### config.mk
export PLATFORM = sky130hd
export DESIGN_NAME = write_scheduler
export DESIGN_NICKNAME = d
export VERILOG_FILES = /design/src/rtl/tone_pkg.sv /design/src/rtl/sched_fifo.sv /design/src/rtl/write_scheduler.sv
export SDC_FILE = /design/constraint.sdc
export NUM_CORES = 1
export LEC_CHECK = 0
export ABC_AREA = 1
export CORE_MARGIN = 2
export CORE_UTILIZATION = 60
export CTS_CLUSTER_SIZE = 20
export DETAILED_ROUTE_END_ITERATION = 10
export GPL_TIMING_DRIVEN = 0
export PLACE_DENSITY_LB_ADDON = 0.1
export RECOVER_POWER = 25
export SYNTH_ARGS = -nofsm -noshare
export SYNTH_HDL_FRONTEND = slang
export SYNTH_SLANG_ARGS = --single-unit
### constraint.sdc
create_clock -name clk_in -period 2.8 [get_ports clk_in]
set_clock_uncertainty 0.1 [all_clocks]
set_input_delay 0.28 -clock clk_in [delete_from_list [all_inputs] [get_ports clk_in]]
set_output_delay 0.28 -clock clk_in [all_outputs]
set_load 0.1 [all_outputs]
### src/rtl/tone_pkg.sv
// Shared definitions for the write scheduler: special addresses, queue entry
// layout and FSM encoding.
package tone_pkg;

  localparam logic [5:0] SCHED_WAIT_ADDR  = 6'h3F;
  localparam logic [5:0] SCHED_FLUSH_ADDR = 6'h3E;

  localparam int ENTRY_W = 1 + 6 + 16;

  typedef enum logic {
    ENT_WRITE = 1'b0,
    ENT_WAIT  = 1'b1
  } entry_type_t;

  typedef struct packed {
    entry_type_t etype;
    logic [5:0]  addr;
    logic [15:0] data;
  } entry_t;

  typedef enum logic {
    ST_IDLE = 1'b0,
    ST_WAIT = 1'b1
  } sched_state_t;

  function automatic entry_t make_entry(input logic       is_wait,
                                        input logic [5:0]  addr,
                                        input logic [15:0] data);
    entry_t e;
    e.etype = is_wait ? ENT_WAIT : ENT_WRITE;
    e.addr  = addr;
    e.data  = data;
    return e;
  endfunction

endpackage

### src/rtl/sched_fifo.sv
// Synchronous FIFO holding pending scheduler entries; flush empties it and
// takes priority over push and pop in the same cycle.
module sched_fifo #(
  parameter int DEPTH = 8,
  parameter int WIDTH = 23
) (
  input  logic             clk,
  input  logic             rst_n,
  input  logic             flush,
  input  logic             push,
  input  logic [WIDTH-1:0] push_data,
  input  logic             pop,
  output logic [WIDTH-1:0] pop_data,
  output logic             full,
  output logic             empty
);

  localparam int PTR_W = (DEPTH > 1) ? $clog2(DEPTH) : 1;
  localparam logic [PTR_W:0] FULL_CNT = DEPTH[PTR_W:0];

  logic [WIDTH-1:0] mem_r [DEPTH];
  logic [PTR_W-1:0] wr_ptr_r;
  logic [PTR_W-1:0] rd_ptr_r;
  logic [PTR_W:0]   count_r;
  logic             push_ok_s;
  logic             pop_ok_s;

  assign full     = (count_r == FULL_CNT);
  assign empty    = (count_r == {(PTR_W + 1){1'b0}});
  assign pop_data = mem_r[rd_ptr_r];

  // Accept only operations the current occupancy allows.
  always_comb begin
    push_ok_s = push && !full;
    pop_ok_s  = pop && !empty;
  end

  // Pointer and occupancy bookkeeping.
  always_ff @(posedge clk or negedge rst_n) begin
    if (!rst_n) begin
      wr_ptr_r <= {PTR_W{1'b0}};
      rd_ptr_r <= {PTR_W{1'b0}};
      count_r  <= {(PTR_W + 1){1'b0}};
    end else if (flush) begin
      wr_ptr_r <= {PTR_W{1'b0}};
      rd_ptr_r <= {PTR_W{1'b0}};
      count_r  <= {(PTR_W + 1){1'b0}};
    end else begin
      if (push_ok_s) begin
        wr_ptr_r <= wr_ptr_r + 1'b1;
      end
      if (pop_ok_s) begin
        rd_ptr_r <= rd_ptr_r + 1'b1;
      end
      case ({push_ok_s, pop_ok_s})
        2'b10:   count_r <= count_r + 1'b1;
        2'b01:   count_r <= count_r - 1'b1;
        default: count_r <= count_r;
      endcase
    end
  end

  // Storage array; contents are meaningless once the pointers are cleared.
  always_ff @(posedge clk) begin
    if (push_ok_s && !flush) begin
      mem_r[wr_ptr_r] <= push_data;
    end
  end

endmodule

### src/rtl/write_scheduler.sv
// Host register-write scheduler: forwards writes immediately when idle, otherwise
// queues them, honouring WAIT entries that stall for a number of sample ticks.
// Optional sticky drop flag enabled by defining WRITE_SCHED_OVERFLOW_EN.
module write_scheduler
  import tone_pkg::*;
#(
  parameter int FIFO_DEPTH = 8
) (
  input  logic        clk_in,
  input  logic        reset_in,
  input  logic [9:0]  master_count_in,
  input  logic [15:0] data_in,
  input  logic [5:0]  addr_in,
  input  logic        data_valid_in,
  output logic [15:0] data_out,
  output logic [5:0]  addr_out,
  output logic        data_valid_out,
  output logic        busy_out,
  output logic        overflow_out
);

  sched_state_t state_r;
  logic [15:0]  wait_cnt_r;
  logic [15:0]  data_r;
  logic [5:0]   addr_r;
  logic         valid_r;

  entry_t       head_s;
  entry_t       push_entry_s;
  logic         fifo_full_s;
  logic         fifo_empty_s;
  logic         tick_s;
  logic         is_flush_s;
  logic         is_wait_s;
  logic         is_write_s;
  logic         forward_s;
  logic         push_req_s;
  logic         push_s;
  logic         pop_s;

  // Classify the incoming write and decide forward / enqueue / pop for this cycle.
  always_comb begin
    tick_s       = (master_count_in == 10'd0);
    is_flush_s   = 1'b0;
    is_wait_s    = 1'b0;
    is_write_s   = 1'b0;
    if (data_valid_in) begin
      is_flush_s = (addr_in == SCHED_FLUSH_ADDR);
      is_wait_s  = (addr_in == SCHED_WAIT_ADDR);
      is_write_s = (addr_in != SCHED_FLUSH_ADDR) && (addr_in != SCHED_WAIT_ADDR);
    end else begin
      is_flush_s = 1'b0;
    end
    forward_s    = is_write_s && fifo_empty_s && (state_r == ST_IDLE);
    pop_s        = (state_r == ST_IDLE) && !fifo_empty_s && !is_flush_s;
    push_req_s   = is_wait_s || (is_write_s && !forward_s);
    if (push_req_s) begin
      push_s = !fifo_full_s;
    end else begin
      push_s = 1'b0;
    end
    push_entry_s = make_entry(is_wait_s, addr_in, data_in);
  end

  sched_fifo #(
    .DEPTH (FIFO_DEPTH),
    .WIDTH (ENTRY_W)
  ) u_fifo (
    .clk       (clk_in),
    .rst_n     (reset_in),
    .flush     (is_flush_s),
    .push      (push_s),
    .push_data (push_entry_s),
    .pop       (pop_s),
    .pop_data  (head_s),
    .full      (fifo_full_s),
    .empty     (fifo_empty_s)
  );

  // Scheduler FSM with registered write outputs.
  always_ff @(posedge clk_in or negedge reset_in) begin
    if (!reset_in) begin
      state_r    <= ST_IDLE;
      wait_cnt_r <= 16'd0;
      data_r     <= 16'd0;
      addr_r     <= 6'd0;
      valid_r    <= 1'b0;
    end else if (is_flush_s) begin
      state_r    <= ST_IDLE;
      wait_cnt_r <= 16'd0;
      valid_r    <= 1'b0;
    end else begin
      valid_r <= 1'b0;
      case (state_r)
        ST_IDLE: begin
          if (forward_s) begin
            valid_r <= 1'b1;
            data_r  <= data_in;
            addr_r  <= addr_in;
          end else if (pop_s) begin
            if (head_s.etype == ENT_WRITE) begin
              valid_r <= 1'b1;
              data_r  <= head_s.data;
              addr_r  <= head_s.addr;
            end else if (head_s.data != 16'd0) begin
              wait_cnt_r <= head_s.data;
              state_r    <= ST_WAIT;
            end
          end
        end
        ST_WAIT: begin
          // Leaving on the tick that exhausts the count lets the next pop
          // happen in the very next cycle.
          if (wait_cnt_r == 16'd0) begin
            state_r <= ST_IDLE;
          end else if (tick_s) begin
            wait_cnt_r <= wait_cnt_r - 16'd1;
            if (wait_cnt_r == 16'd1) begin
              state_r <= ST_IDLE;
            end
          end
        end
        default: begin
          state_r    <= ST_IDLE;
          wait_cnt_r <= 16'd0;
        end
      endcase
    end
  end

  assign data_out       = data_r;
  assign addr_out       = addr_r;
  assign data_valid_out = valid_r;
  assign busy_out       = !fifo_empty_s || (state_r != ST_IDLE);

`ifdef WRITE_SCHED_OVERFLOW_EN
  logic overflow_r;
  logic drop_s;

  assign drop_s = push_req_s && fifo_full_s;

  // Sticky drop indicator, cleared only by flush or reset.
  always_ff @(posedge clk_in or negedge reset_in) begin
    if (!reset_in) begin
      overflow_r <= 1'b0;
    end else if (is_flush_s) begin
      overflow_r <= 1'b0;
    end else if (drop_s) begin
      overflow_r <= 1'b1;
    end
  end

  assign overflow_out = overflow_r;
`else
  assign overflow_out = 1'b0;
`endif

endmodule

==> impl_metrics.prom <==
# TYPE chip_impl_metric gauge
chip_impl_metric{name="post_drt_via_cell_ratio",unit=""} 5.60
chip_impl_info{name="timing.hold.worst.start",value="addr_in[5]"} 1
chip_impl_metric{name="seq_power_share",unit=""} 0.326
chip_impl_metric{name="grt_start_max_net_pins",unit=""} 34
chip_impl_info{name="regToRegStartpoint",value="u_fifo.count_r[0]"} 1
chip_impl_metric{name="clk_latency",unit="ns"} 0.53
chip_impl_metric{name="crit_path_max_fanout",unit=""} 23
chip_impl_metric{name="chipHeight",unit="µm"} 138
chip_impl_metric{name="dieArea",unit="µm²"} 18900
chip_impl_metric{name="port-buffer-count",unit=""} 58
chip_impl_metric{name="multi_input_area",unit="µm²"} 3270
chip_impl_metric{name="detail_route.iter0.violations",unit=""} 675
chip_impl_info{name="reg2reg_to",value="u_fifo.mem_r[7][18]"} 1
chip_impl_metric{name="finalHoldViolations",unit=""} 0
chip_impl_metric{name="average_cell_area_after_synthesis",unit="µm²"} 9.67
chip_impl_metric{name="setup_viol",unit=""} 0
chip_impl_metric{name="dp.final_hpwl",unit="mm"} 17.3
chip_impl_metric{name="globalRouteOverflowTotal",unit=""} 0
chip_impl_metric{name="max_slew_margin",unit=""} 0.276
chip_impl_metric{name="portion_of_the_post_synthesis_area_used_by_sequential_elements",unit=""} 0.633
chip_impl_metric{name="tightest_slew",unit="ns"} 1.09
chip_impl_metric{name="antennaDiodeCount",unit=""} 0
chip_impl_metric{name="reg2reg_depth",unit=""} 8
chip_impl_metric{name="drt_first_pass_iters",unit=""} 5
chip_impl_metric{name="route.detailed.drc",unit=""} 0
chip_impl_metric{name="max_slew_violations",unit=""} 0
chip_impl_metric{name="power_report.internal_total",unit="µW"} 8520
chip_impl_info{name="run_status",value="finished, final reports clean"} 1
chip_impl_metric{name="share_comb_of_total_power",unit=""} 0.443
chip_impl_metric{name="fill_cells",unit=""} 1266
chip_impl_metric{name="swShare",unit=""} 0.432
chip_impl_metric{name="cts_buffers",unit=""} 25
chip_impl_metric{name="vdd_ir_drop_max",unit="mV"} 1.07
chip_impl_metric{name="max-clock-path-buffers",unit=""} 3
chip_impl_info{name="tritoncts",value="done"} 1
chip_impl_metric{name="core_region_area",unit="µm²"} 17400
chip_impl_metric{name="ant_nets",unit=""} 0
chip_impl_metric{name="layout_worst_path_cycle_share",unit=""} 0.944
chip_impl_metric{name="placed_cell_area",unit="µm²"} 11700
chip_impl_metric{name="switchingPower",unit="µW"} 6470
chip_impl_metric{name="post_route_cells_drive_above_1_share",unit=""} 0.101
chip_impl_metric{name="path_clk_slew",unit="ns"} 0.06
chip_impl_metric{name="final_design_area_no_fill",unit="µm²"} 12600
chip_impl_metric{name="final-seq-area",unit="µm²"} 6780
chip_impl_metric{name="grt_pass1_vias",unit=""} 7688
chip_impl_metric{name="gp_congestion",unit=""} 0.886
chip_impl_metric{name="grt_antenna_before_repair",unit=""} 0
chip_impl_metric{name="yosys_warnings",unit=""} 0
chip_impl_info{name="worstSetupEndpointType",value="flop"} 1
chip_impl_metric{name="timing.hold.worst_path_depth",unit=""} 1
chip_impl_metric{name="layout.nets",unit=""} 1243
chip_impl_info{name="crit_type",value="in2reg"} 1
chip_impl_metric{name="r2r_setup_slack",unit="ns"} 0.19
chip_impl_info{name="final_cell_mix",value="sky130_fd_sc_hd__nand2_1 (363), sky130_fd_sc_hd__edfxtp_1 (184), sky130_fd_sc_hd__inv_1 (119)"} 1
chip_impl_info{name="cp_launch_type",value="input port"} 1
chip_impl_info{name="layout.cells.most_common",value="sky130_fd_sc_hd__nand2_1"} 1
chip_impl_metric{name="max_cap_viol_count",unit=""} 0
chip_impl_metric{name="route.detailed.wl_per_inst",unit="µm"} 18.9
chip_impl_metric{name="grt_usage",unit=""} 0.299
chip_impl_metric{name="postSynthNetCount",unit=""} 1149
chip_impl_metric{name="total_number_of_h_tree_levels",unit=""} 1
chip_impl_metric{name="layout.core_utilization",unit=""} 0.728
chip_impl_metric{name="final.min_clock_period",unit="ns"} 2.64
chip_impl_metric{name="io_pins",unit=""} 60
chip_impl_metric{name="core.rowCount",unit=""} 48
chip_impl_metric{name="start_util",unit=""} 0.617
chip_impl_metric{name="yosys.cell_types.count",unit=""} 32
chip_impl_metric{name="clock_power_share",unit=""} 0.230
chip_impl_metric{name="detail_route.wirelength",unit="mm"} 27.3
chip_impl_metric{name="cts_num_sinks",unit=""} 234
chip_impl_metric{name="syn2layout_area_growth",unit="%"} 18.0
chip_impl_info{name="timing.hold.worst.class",value="in2reg"} 1
chip_impl_metric{name="synth-seq-cells",unit=""} 234
chip_impl_info{name="whs_endpoint",value="u_fifo.mem_r[7][21]"} 1
chip_impl_metric{name="fmax",unit="GHz"} 0.378
chip_impl_info{name="clk_root_buffer_cell",value="sky130_fd_sc_hd__clkbuf_16"} 1
chip_impl_metric{name="power.static_leakage",unit="µW"} 0.00538
chip_impl_metric{name="routed-via-count",unit=""} 8095
chip_impl_metric{name="synthCells",unit=""} 1108
chip_impl_metric{name="synth_area",unit="µm²"} 10700
chip_impl_metric{name="power_per_cell_area",unit="nW/µm²"} 1190
chip_impl_metric{name="cp_data_arrival_time",unit="ns"} 2.68
chip_impl_metric{name="die_w",unit="µm"} 138
chip_impl_metric{name="power.total",unit="µW"} 15000
chip_impl_metric{name="grt_first_pass_wirelength",unit="mm"} 42.0
chip_impl_metric{name="critPathRequiredTime",unit="ns"} 2.84
chip_impl_info{name="crit_start",value="addr_in[0]"} 1
[synth_stat cells]
cell type / instances / area share
sky130_fd_sc_hd__nor2_1: 105 / 0.037
sky130_fd_sc_hd__nand2_4: 1 / 0.0011
sky130_fd_sc_hd__inv_1: 119 / 0.042
sky130_fd_sc_hd__nand3b_1: 2 / 0.0014
sky130_fd_sc_hd__clkinv_1: 1 / 0.00035
sky130_fd_sc_hd__inv_2: 2 / 0.00070
sky130_fd_sc_hd__a21oi_4: 1 / 0.0015
sky130_fd_sc_hd__clkbuf_1: 15 / 0.0053
sky130_fd_sc_hd__nand2_2: 3 / 0.0018
sky130_fd_sc_hd__o22ai_1: 16 / 0.0093
sky130_fd_sc_hd__conb_1: 1 / 0.00035
sky130_fd_sc_hd__o21a_1: 3 / 0.0021
sky130_fd_sc_hd__buf_4: 13 / 0.0091
sky130_fd_sc_hd__a21oi_1: 12 / 0.0056
sky130_fd_sc_hd__xnor2_1: 6 / 0.0049
sky130_fd_sc_hd__xor2_1: 1 / 0.00082
sky130_fd_sc_hd__edfxtp_1: 184 / 0.52
sky130_fd_sc_hd__ha_1: 6 / 0.0070
sky130_fd_sc_hd__o221ai_1: 1 / 0.00082
sky130_fd_sc_hd__dfrtp_1: 50 / 0.12
sky130_fd_sc_hd__a31oi_1: 1 / 0.00058
sky130_fd_sc_hd__buf_2: 13 / 0.0061
sky130_fd_sc_hd__nand3_1: 66 / 0.031
sky130_fd_sc_hd__o21ai_1: 6 / 0.0028
sky130_fd_sc_hd__a21oi_2: 18 / 0.015
sky130_fd_sc_hd__buf_6: 6 / 0.0063
sky130_fd_sc_hd__nor3_1: 3 / 0.0014
sky130_fd_sc_hd__nand4_1: 6 / 0.0035
sky130_fd_sc_hd__nand2_1: 369 / 0.13
sky130_fd_sc_hd__a31o_2: 3 / 0.0025
sky130_fd_sc_hd__o21ai_0: 59 / 0.028
sky130_fd_sc_hd__a21boi_0: 16 / 0.011
[how the worst max path moves through the flow]
stage,end,depth (start not counted)
final,u_fifo.mem_r[7][18],7
after floorplan,u_fifo.mem_r[0][0],8
after global placement,u_fifo.mem_r[5][15],9
after detailed placement,u_fifo.mem_r[2][15],9
after global routing,wait_cnt_r[5],17
after CTS,wait_cnt_r[8],13
[metrics by stage]
stage | setup slack (ns) | hold WS (ns) | TNS [ns] | instances
after CTS | 0.00599 | 0.138 | 0 | 1442
after floorplan | 0.246 | -0.116 | 0 | 1108
after detailed placement | -0.627 | 0.157 | -91.07 | 1395
after global routing | -0.0128 | 0.0749 | -0.0221 | 1446
final | 0.155 | 0.0676 | 0 | 1446
after global placement | -1.86 | 0.358 | -336.45 | 1391
[sequential cells by signal (all words and copies together) (netlist names)]
register         cells
state_r              1
addr_out             6
u_fifo.mem_r       184
u_fifo.wr_ptr_r      3
u_fifo.rd_ptr_r      3
u_fifo.count_r       4
data_out            16
wait_cnt_r          16
data_valid_out       1
[timing repair]
action,CTS,global route
endpoints found under the hold margin,24,0
buffers inserted,0,4
hold buffers,1,0
resized for setup,4,21
pin swaps,0,2
setup endpoints to repair,114,170
[routing by layer]
| metal | vias up | track usage | routed length [µm] |
|---|---|---|---|
| li1 | 3819 | - | - |
| met1 | 3830 | 0.417 | 11300 |
| met2 | 377 | 0.472 | 12500 |
| met3 | 69 | 0.0603 | 2570 |
| met4 | 0 | 0.103 | 891 |
| met5 | - | 0 | 0 |
[critical path, stage by stage]
cell and delay [ns]:
sky130_fd_sc_hd__clkdlybuf4s50_1 0.71, sky130_fd_sc_hd__nand4_1 0.23, sky130_fd_sc_hd__o21ai_0 0.13, sky130_fd_sc_hd__nand2_1 0.16, sky130_fd_sc_hd__inv_1 0.19, sky130_fd_sc_hd__nand2_2 0.18, sky130_fd_sc_hd__nor2_4 0.80
[logic make-up (layout without fill, tap and decap cells)]
family	count (synthesis)	after routing	synth area share
AND/OR/NAND/NOR	555	555	0.206
flip-flops	234	234	0.633
buffers and inverters	169	282	0.0695
AO/OA/AOI/OAI	136	136	0.0787
XOR/XNOR	7	7	0.00572
adder cells (fa/ha/maj)	6	6	0.00701
other	1	1	0.000350
[power by group through the flow]
| stage | combinational, µW | sequential [µW] | clock [µW] |
|---|---|---|---|
| global route | 7220 | 4960 | 3630 |
| detailed placement | 6500 | 4950 | 0 |
| finish | 6640 | 4890 | 3450 |
| floorplan | 3410 | 6050 | 0 |
| CTS | 6560 | 4890 | 3460 |
| global placement | 6290 | 4950 | 0 |
[final cells by class]
class	count	share of cell area
tap	225	0.0223
multi-input combinational	705	0.258
clock inverter	15	0.0162
buffer	47	0.0238
inverter	122	0.0362
sequential	234	0.536
timing repair buffer	67	0.0547
clock buffer	31	0.0521
No activity file was read; power rests on OpenSTA's default activity.
